File: src/rtl/modulo_debounce_botoes_pkg.sv
// Shared definitions for the panel input front end:
// channel FSM encoding and default debounce/repeat timing.
package pkg_pbl;

  typedef enum logic [1:0] {
    EST_SOLTO      = 2'b00,
    EST_CONF_PRESS = 2'b01,
    EST_PRESS      = 2'b11,
    EST_CONF_SOLTO = 2'b10
  } estado_t;

  localparam int N_BOTOES_PAD    = 2;
  localparam int DEB_CICLOS_PAD  = 16;
  localparam int REPETE_PAD      = 0;
  localparam int REP_ATRASO_PAD  = 64;
  localparam int REP_PERIODO_PAD = 16;

  function automatic int maior(input int a, input int b);
    return (a > b) ? a : b;
  endfunction

endpackage

File: src/rtl/modulo_debounce_canal.sv
// One push-button channel: 2-flop synchronizer, confirmation
// FSM, hold-to-repeat timer and registered level/strobe.
module modulo_debounce_canal
  import pkg_pbl::*;
#(
  parameter int DEB_CICLOS  = DEB_CICLOS_PAD,
  parameter int REPETE      = REPETE_PAD,
  parameter int REP_ATRASO  = REP_ATRASO_PAD,
  parameter int REP_PERIODO = REP_PERIODO_PAD
) (
  input  logic clk,
  input  logic clr,
  input  logic botao_n,
  output logic pressionado,
  output logic pulso
);

  localparam int CW = $clog2(DEB_CICLOS + 1);
  localparam int RW =
    $clog2(maior(REP_ATRASO, REP_PERIODO) + 1);

  localparam logic [CW-1:0] CNT_FIM = CW'(DEB_CICLOS);
  localparam logic [CW-1:0] CNT_UM  = CW'(1);
  localparam logic [RW-1:0] ATR_FIM = RW'(REP_ATRASO - 1);
  localparam logic [RW-1:0] PER_FIM = RW'(REP_PERIODO - 1);
  localparam logic [RW-1:0] RCNT_UM = RW'(1);

  logic          sync1;
  logic          sync2;
  logic          s;
  estado_t       estado;
  estado_t       estado_prox;
  logic [CW-1:0] cnt;
  logic [CW-1:0] cnt_prox;
  logic [RW-1:0] rcnt;
  logic [RW-1:0] rcnt_prox;
  logic [RW-1:0] rcnt_lim;
  logic          rep_ativo;
  logic          rep_ativo_prox;
  logic          pulso_prox;
  logic          press_prox;

  assign s = ~sync2;

  // first repeat waits the long delay, later ones the period
  assign rcnt_lim = rep_ativo ? PER_FIM : ATR_FIM;

  always_comb begin
    estado_prox    = estado;
    cnt_prox       = cnt;
    rcnt_prox      = rcnt;
    rep_ativo_prox = rep_ativo;
    pulso_prox     = 1'b0;
    unique case (estado)
      EST_SOLTO: begin
        if (s) begin
          estado_prox = EST_CONF_PRESS;
          cnt_prox    = CNT_UM;
        end
      end
      EST_CONF_PRESS: begin
        if (!s) begin
          estado_prox = EST_SOLTO;
          cnt_prox    = '0;
        end else if (cnt == CNT_FIM) begin
          estado_prox    = EST_PRESS;
          rcnt_prox      = '0;
          rep_ativo_prox = 1'b0;
          pulso_prox     = 1'b1;
        end else begin
          cnt_prox = cnt + CNT_UM;
        end
      end
      EST_PRESS: begin
        if (!s) begin
          estado_prox = EST_CONF_SOLTO;
          cnt_prox    = CNT_UM;
        end else if (REPETE != 0) begin
          if (rcnt == rcnt_lim) begin
            rcnt_prox      = '0;
            rep_ativo_prox = 1'b1;
            pulso_prox     = 1'b1;
          end else begin
            rcnt_prox = rcnt + RCNT_UM;
          end
        end
      end
      EST_CONF_SOLTO: begin
        if (s) begin
          estado_prox    = EST_PRESS;
          rcnt_prox      = '0;
          rep_ativo_prox = 1'b0;
        end else if (cnt == CNT_FIM) begin
          estado_prox = EST_SOLTO;
          cnt_prox    = '0;
        end else begin
          cnt_prox = cnt + CNT_UM;
        end
      end
      default: begin
        estado_prox = EST_SOLTO;
        cnt_prox    = '0;
      end
    endcase
  end

  assign press_prox = (estado_prox == EST_PRESS) ||
                      (estado_prox == EST_CONF_SOLTO);

  always_ff @(posedge clk) begin
    if (clr) begin
      sync1       <= 1'b1;
      sync2       <= 1'b1;
      estado      <= EST_SOLTO;
      cnt         <= '0;
      rcnt        <= '0;
      rep_ativo   <= 1'b0;
      pressionado <= 1'b0;
      pulso       <= 1'b0;
    end else begin
      sync1       <= botao_n;
      sync2       <= sync1;
      estado      <= estado_prox;
      cnt         <= cnt_prox;
      rcnt        <= rcnt_prox;
      rep_ativo   <= rep_ativo_prox;
      pressionado <= press_prox;
      pulso       <= pulso_prox;
    end
  end

endmodule

File: src/rtl/modulo_debounce_botoes.sv
// Operator-panel key front end: one independent debounce
// channel per raw active-low push-button.
module modulo_debounce_botoes
  import pkg_pbl::*;
#(
  parameter int N_BOTOES    = N_BOTOES_PAD,
  parameter int DEB_CICLOS  = DEB_CICLOS_PAD,
  parameter int REPETE      = REPETE_PAD,
  parameter int REP_ATRASO  = REP_ATRASO_PAD,
  parameter int REP_PERIODO = REP_PERIODO_PAD
) (
  input  logic                clk,
  input  logic                clr,
  input  logic [N_BOTOES-1:0] botao_n,
  output logic [N_BOTOES-1:0] pressionado,
  output logic [N_BOTOES-1:0] pulso
);

  for (genvar i = 0; i < N_BOTOES; i++) begin : g_canal
    modulo_debounce_canal #(
      .DEB_CICLOS (DEB_CICLOS),
      .REPETE     (REPETE),
      .REP_ATRASO (REP_ATRASO),
      .REP_PERIODO(REP_PERIODO)
    ) u_canal (
      .clk        (clk),
      .clr        (clr),
      .botao_n    (botao_n[i]),
      .pressionado(pressionado[i]),
      .pulso      (pulso[i])
    );
  end

endmodule
File: config.mk
export PLATFORM = sky130hd
export DESIGN_NAME = modulo_debounce_botoes
export DESIGN_NICKNAME = d
export VERILOG_FILES = /design/src/rtl/modulo_debounce_botoes_pkg.sv /design/src/rtl/modulo_debounce_canal.sv /design/src/rtl/modulo_debounce_botoes.sv
export SDC_FILE = /design/constraint.sdc
export NUM_CORES = 1
export LEC_CHECK = 0
export BUFFER_PORTS_ARGS = -buffer_cell sky130_fd_sc_hd__buf_2
export CAP_MARGIN = 20
export CORE_ASPECT_RATIO = 1.4
export CORE_MARGIN = 8
export CORE_UTILIZATION = 60
export CTS_BUF_LIST = sky130_fd_sc_hd__clkbuf_2 sky130_fd_sc_hd__clkbuf_4 sky130_fd_sc_hd__clkbuf_8
export CTS_CLUSTER_DIAMETER = 100
export DETAILED_ROUTE_END_ITERATION = 6
export PLACE_DENSITY = 0.89
export SLEW_MARGIN = 20
export SYNTH_ARGS = -nofsm -noshare
export SYNTH_HDL_FRONTEND = slang
export SYNTH_SLANG_ARGS = --single-unit
File: constraint.sdc
create_clock -name clk -period 2.65 [get_ports clk]
set_clock_uncertainty 0.15 [all_clocks]
set_input_delay 0.6625 -clock clk [delete_from_list [all_inputs] [get_ports clk]]
set_output_delay 0.6625 -clock clk [all_outputs]
set_load 0.01 [all_outputs]
Word level (Yosys, flattened, before mapping)
Cells that the tools add are included.
{"block": "totals", "wordCells": 74, "ff_bits": 22, "in_bits": 4, "out_inout_bits": 4}
{"block": "op_classes", "reduce_logical": 8, "addsub": 2, "mux": 30, "bitwise_logic": 2, "n_eq_ne": 20}
{"operator": "$mux 5", "n": 12}
{"operator": "$pmux 5 s4", "n": 2}
{"operator": "$mux 2", "n": 12}
{"operator": "$eq 2x2->1 const B", "n": 8}
{"operator": "$pmux 2 s4", "n": 2}
{"operator": "$add 5x1->5 const B", "n": 2}
{"operator": "$eq 5x5->1 const B", "n": 2}
{"operator": "$ne 2x1->1 const B", "n": 4}
{"operator": "$reduce_and 4->1", "n": 2}
{"operator": "$ne 3x2->1 const B", "n": 2}
{"operator": "$reduce_or 3->1", "n": 2}
{"operator": "$eq 2x1->1 const B", "n": 2}
{"operator": "$logic_not 2->1", "n": 2}
{"operator": "$ne 2x2->1 const B", "n": 2}
{"operator": "$logic_or 1x1->1", "n": 2}
{"operator": "$mux 1", "n": 2}
{"operator": "$not 1->1", "n": 2}

Depth between registers and ports, before layout
{"block": "depth", "ltp_word": 6, "mapped_depth": 7, "mapped_depth_nobuf": 6}

Modules after synthesis
A second synthesis with hierarchy kept.
{"block": "hier_totals", "hier_cells": 144, "area_unflattened_um2": 1255.0}
{"module": "modulo_debounce_canal (g_canal[0].u_canal)", "seq_area_each_um2": 220.2, "cells_per_inst": 71, "instances": 1, "area_each_um2": 628.1}
{"module": "modulo_debounce_canal (g_canal[1].u_canal)", "seq_area_each_um2": 220.2, "cells_per_inst": 73, "instances": 1, "area_each_um2": 626.9}

Least setup slack after synthesis
No wires, ideal clock.
{"block": "synth_timing", "kind": "register -> register", "from": "register g_canal[0].u_canal.estado[0]", "to": "register g_canal[0].u_canal.cnt[2]", "stages_incl_launch_ff": 7, "n_path_buf": 0, "synth_period_minus_slack_ns": 1.810, "arrival_ns": 1.522, "t_required_ns": 2.361, "slack_ns": 0.840, "setup_ns": 0.139, "cell_sequence": "dfxtp_1 -> inv_1 -> ha_1 -> and3b_1 -> a31oi_1 -> o21bai_1 -> o221ai_1"}
{"block": "synth_via", "elab_chain_len": 3, "elab_cells_between_ends": 10, "cone_classes": "eq/ne: 7; mux: 1; reduce/logical: 2"}
{"item": "start: declaration", "line": "modulo_debounce_canal.sv:31", "source": "estado_t estado;"}
{"item": "start signal: assignment", "line": "modulo_debounce_canal.sv:123", "source": "estado <= estado_prox;"}
{"item": "$eq 2x1->1 (tied with other cells)"}
{"item": "$ne 3x2->1 (no line) (tied with other cells)"}
{"item": "$reduce_and 4->1 (no line)"}
{"item": "end signal: assignment", "line": "modulo_debounce_canal.sv:124", "source": "cnt <= cnt_prox;"}
{"item": "end: declaration", "line": "modulo_debounce_canal.sv:33", "source": "logic [CW-1:0] cnt;"}
Parallel ways exist; a longest one is shown, timed or not.
A chain may end at the register's enable or synchronous reset.

Worst setup path after layout
Ends and elaborated chain as after synthesis.

==> flow_metrics.py <==
metrics = {
    "yosys": {
        "synthDistinctLibCells": 46,
        "synth.top_cells.by_count": "dfxtp_1, inv_1, ha_1, nand3_1, nand2_1",
        "async_reset_ff_share_pct": 0,
        "synth_area_sq_um": 1300,
        "syn_avg_cell_area_sq_um": 9.05,
        "ys_ff_latch": 22,
        "synth_top_area_share_pct": 33.8,
        "netlist_top_cells_area": "dfxtp_1, ha_1, inv_1, nand3_1, buf_4",
        "syn_inst": 144,
        "yosys_warnings": 0,
        "synth-edff-count": 0,
        "synth_most_common_cell": "dfxtp_1",
        "ys.flop_type": "dfxtp_1",
        "synth_top_cell_by_area": "dfxtp_1",
        "seq_area_frac_synth_pct": 33.8,
        "syn-num-nets": 160,
    },
    "floorplan": {
        "dieHeight_microns": 71.2,
        "die_area_sq_um": 3940,
        "fp.dieW_microns": 55.4,
        "num_io_pins": 8,
        "start_util_pct": 61.3,
        "num_rows": 20,
        "core-area_sq_um": 2130,
    },
    "global_route": {
        "grt_max_degree": 29,
        "antenna_found_initial": 0,
        "grt_pass1_wl_microns": 4180,
        "grt_pass1_vias": 1024,
        "gr-total-overflow": 0,
        "grt_usage_pct": 12.5,
    },
    "drt": {
        "viasPerCell": 6.22,
        "drt_iter0_markers": 21,
        "antenna_left": 0,
        "drc": 0,
        "drt-wirelength-per-cell_microns": 14.7,
        "drtPass1Iterations": 4,
        "wl_microns": 2490,
        "routed-via-count": 1052,
    },
    "layout": {
        "final_cells": 169,
        "finish.utilization_pct": 64.4,
        "areaGrowthSynthToFinish_pct": 5.09,
        "nets": 164,
        "diodes": 0,
        "nFillCells": 171,
        "drive_gt1_share_pct": 19.0,
    },
    "clocking": {
        "cts_setup_buffers": 0,
        "clk_latency_ns": 0.31,
        "htreeDepth": 1,
        "tritoncts": "built",
        "clock_path_buffers": 2,
        "root_buffer": "clkbuf_4",
        "clk_pin_slew_worst_paths_ns": 0.12,
        "cts_made_buffers": 3,
        "hold_buffers": 0,
        "clock-sinks": 22,
        "cts_resized": 0,
    },
    "pwr": {
        "combPwrFrac_pct": 8.2,
        "p_clk_share_pct": 39.2,
        "switchingPower_w": 0.000143,
        "swShare_pct": 21.7,
        "ir_drop_mv": 0.376,
        "seq_power_share_pct": 52.6,
        "power.internal_w": 0.000514,
        "p_leak_nw": 0.522,
        "power_density_nw_per_um2": 479,
    },
    "critical_path": {
        "arrival_ns": 2.15,
        "regToRegSetupSlack_ns": 0.54,
        "critPathCaptureType": "register",
        "start_kind": "register",
        "worstSetupPathType": "register to register",
        "r2r_start": "g_canal[0].u_canal.estado[0]",
        "rr_worst_depth": 6,
        "r2r_end": "g_canal[0].u_canal.cnt[2]",
        "cp_max_fo": 4,
        "worstPathRequired_ns": 2.69,
    },
    "timing": {
        "finalCritPeriodShare_pct": 79.8,
        "post-route-min-period_ns": 2.11,
        "hold_violations": 0,
        "worstMarginPinSlew_ns": 0.510,
        "setup_viol": 0,
        "timing.hold.ws_ns": 0.275,
        "slew_headroom_pct": 66.0,
        "setup_tns_ns": 0,
        "drv_slew": 0,
        "fmax_ghz": 0.473,
        "rsz0062_at_grt": "no",
    },
    "hold_path": {
        "worstHoldStart": "g_canal[1].u_canal.sync1",
        "min_path_cells": 1,
        "holdPathEnd": "g_canal[1].u_canal.sync2",
        "hp-class": "register to register",
    },
    "status": {
        "status": "finished clean",
    },
    "place": {
        "dp_hpwl_microns": 1890,
        "dp.cells": 165,
        "place.gp.congestion": 0.871,
        "port-buffer-count": 7,
    },
    "run": {
        "max_cap_violations": 0,
    },
}
==> routing by layer <==
metal  track usage, %  wire length, microns
met1             11.8                  1020
met2             24.1                  1370
met3             2.86                    55
met4             6.04                    44
met5                0                     0
==> placed cells by master (no fill, tap or decap), types with 3 or more instances in the layout <==
cell      synthesis  final
a21oi_1           5      5
a31oi_1           4      4
inv_1            13     13
ha_1             12     12
o21ai_0           3      3
nand2_1           8      8
buf_2             0      7
or2_2             4      4
nand3_1           9      9
nor2_1            7      7
nand2b_1          6      6
nor3_1            5      5
dfxtp_1          22     22
clkbuf_4          0      3
==> metrics by stage <==
| stage | instance area, sq um | worst slack (ns) | total power (W) |
|---|---|---|---|
| 6_report | 1370 | 0.536 | 0.000656 |
| 5_1_grt | 1370 | 0.398 | 0.000678 |
| 4_1_cts | 1370 | 0.572 | 0.000661 |
| 3_5_place_dp | 1320 | 0.580 | 0.000406 |
| 3_3_place_gp | 1320 | 0.738 | 0.000402 |
| 2_1_floorplan | 1300 | 0.840 | 0.000393 |
==> flip-flops by register name (all words and copies together) (netlist names) <==
| name | count |
|---|---|
| g_canal.u_canal.estado | 4 |
| g_canal.u_canal.sync2 | 2 |
| g_canal.u_canal.pulso | 2 |
| g_canal.u_canal.cnt | 10 |
| g_canal.u_canal.sync1 | 2 |
| g_canal.u_canal.pressionado | 2 |
==> critical path, stage by stage (launching register included) <==
cell and delay (ns):
dfxtp_1 0.42, inv_1 0.11, ha_1 0.35, and3b_1 0.19
a31oi_1 0.31, o21bai_1 0.28, o221ai_1 0.19
==> worst max path at each step <==
stage | depth (start not counted) | startpoint | endpoint | slack (ns)
final | 6 | g_canal[0].u_canal.estado[0] | g_canal[0].u_canal.cnt[2] | 0.54
after global routing | 6 | g_canal[0].u_canal.estado[0] | g_canal[0].u_canal.cnt[2] | 0.40
after CTS | 6 | g_canal[0].u_canal.estado[0] | g_canal[0].u_canal.cnt[2] | 0.57
after detailed placement | 6 | g_canal[0].u_canal.estado[0] | g_canal[0].u_canal.cnt[2] | 0.58
after global placement | 6 | g_canal[0].u_canal.estado[0] | g_canal[0].u_canal.cnt[2] | 0.74
after floorplan | 6 | g_canal[0].u_canal.estado[0] | g_canal[0].u_canal.cnt[2] | 0.84
==> area by class of cell <==
class                   instances  area (sq um)  area share, %
clock buffers                   3          22.5           1.64
clock inverters                 1          30.0           2.19
inverters                      13          48.8           3.56
multi-input cells             101           766           55.9
flip-flops and latches         22           440           32.1
well taps                      22          27.5           2.01
repair buffers                  7          35.0           2.56
==> logic make-up (layout without fill, tap and decap cells) <==
| kind of cell | after synthesis | count (layout) | synth area share [%] |
|---|---|---|---|
| DFF | 22 | 22 | 33.8 |
| buffers and inverters | 21 | 24 | 7.49 |
| adders and majority gates | 12 | 12 | 11.5 |
| and+or+nand+nor | 51 | 51 | 22.4 |
| AOI/OAI and AO/OA | 38 | 38 | 24.9 |
==> power groups by stage <==
stage | Sequential, W | Clock [W] | Combinational [W]
final | 0.000345 | 0.000257 | 0.0000541
after global routing | 0.000347 | 0.000271 | 0.0000599
after CTS | 0.000345 | 0.000262 | 0.0000541
after detailed placement | 0.000352 | 0 | 0.0000537
after global placement | 0.000352 | 0 | 0.0000508
after floorplan | 0.000350 | 0 | 0.0000431
Power figures use the tool's default switching activity.
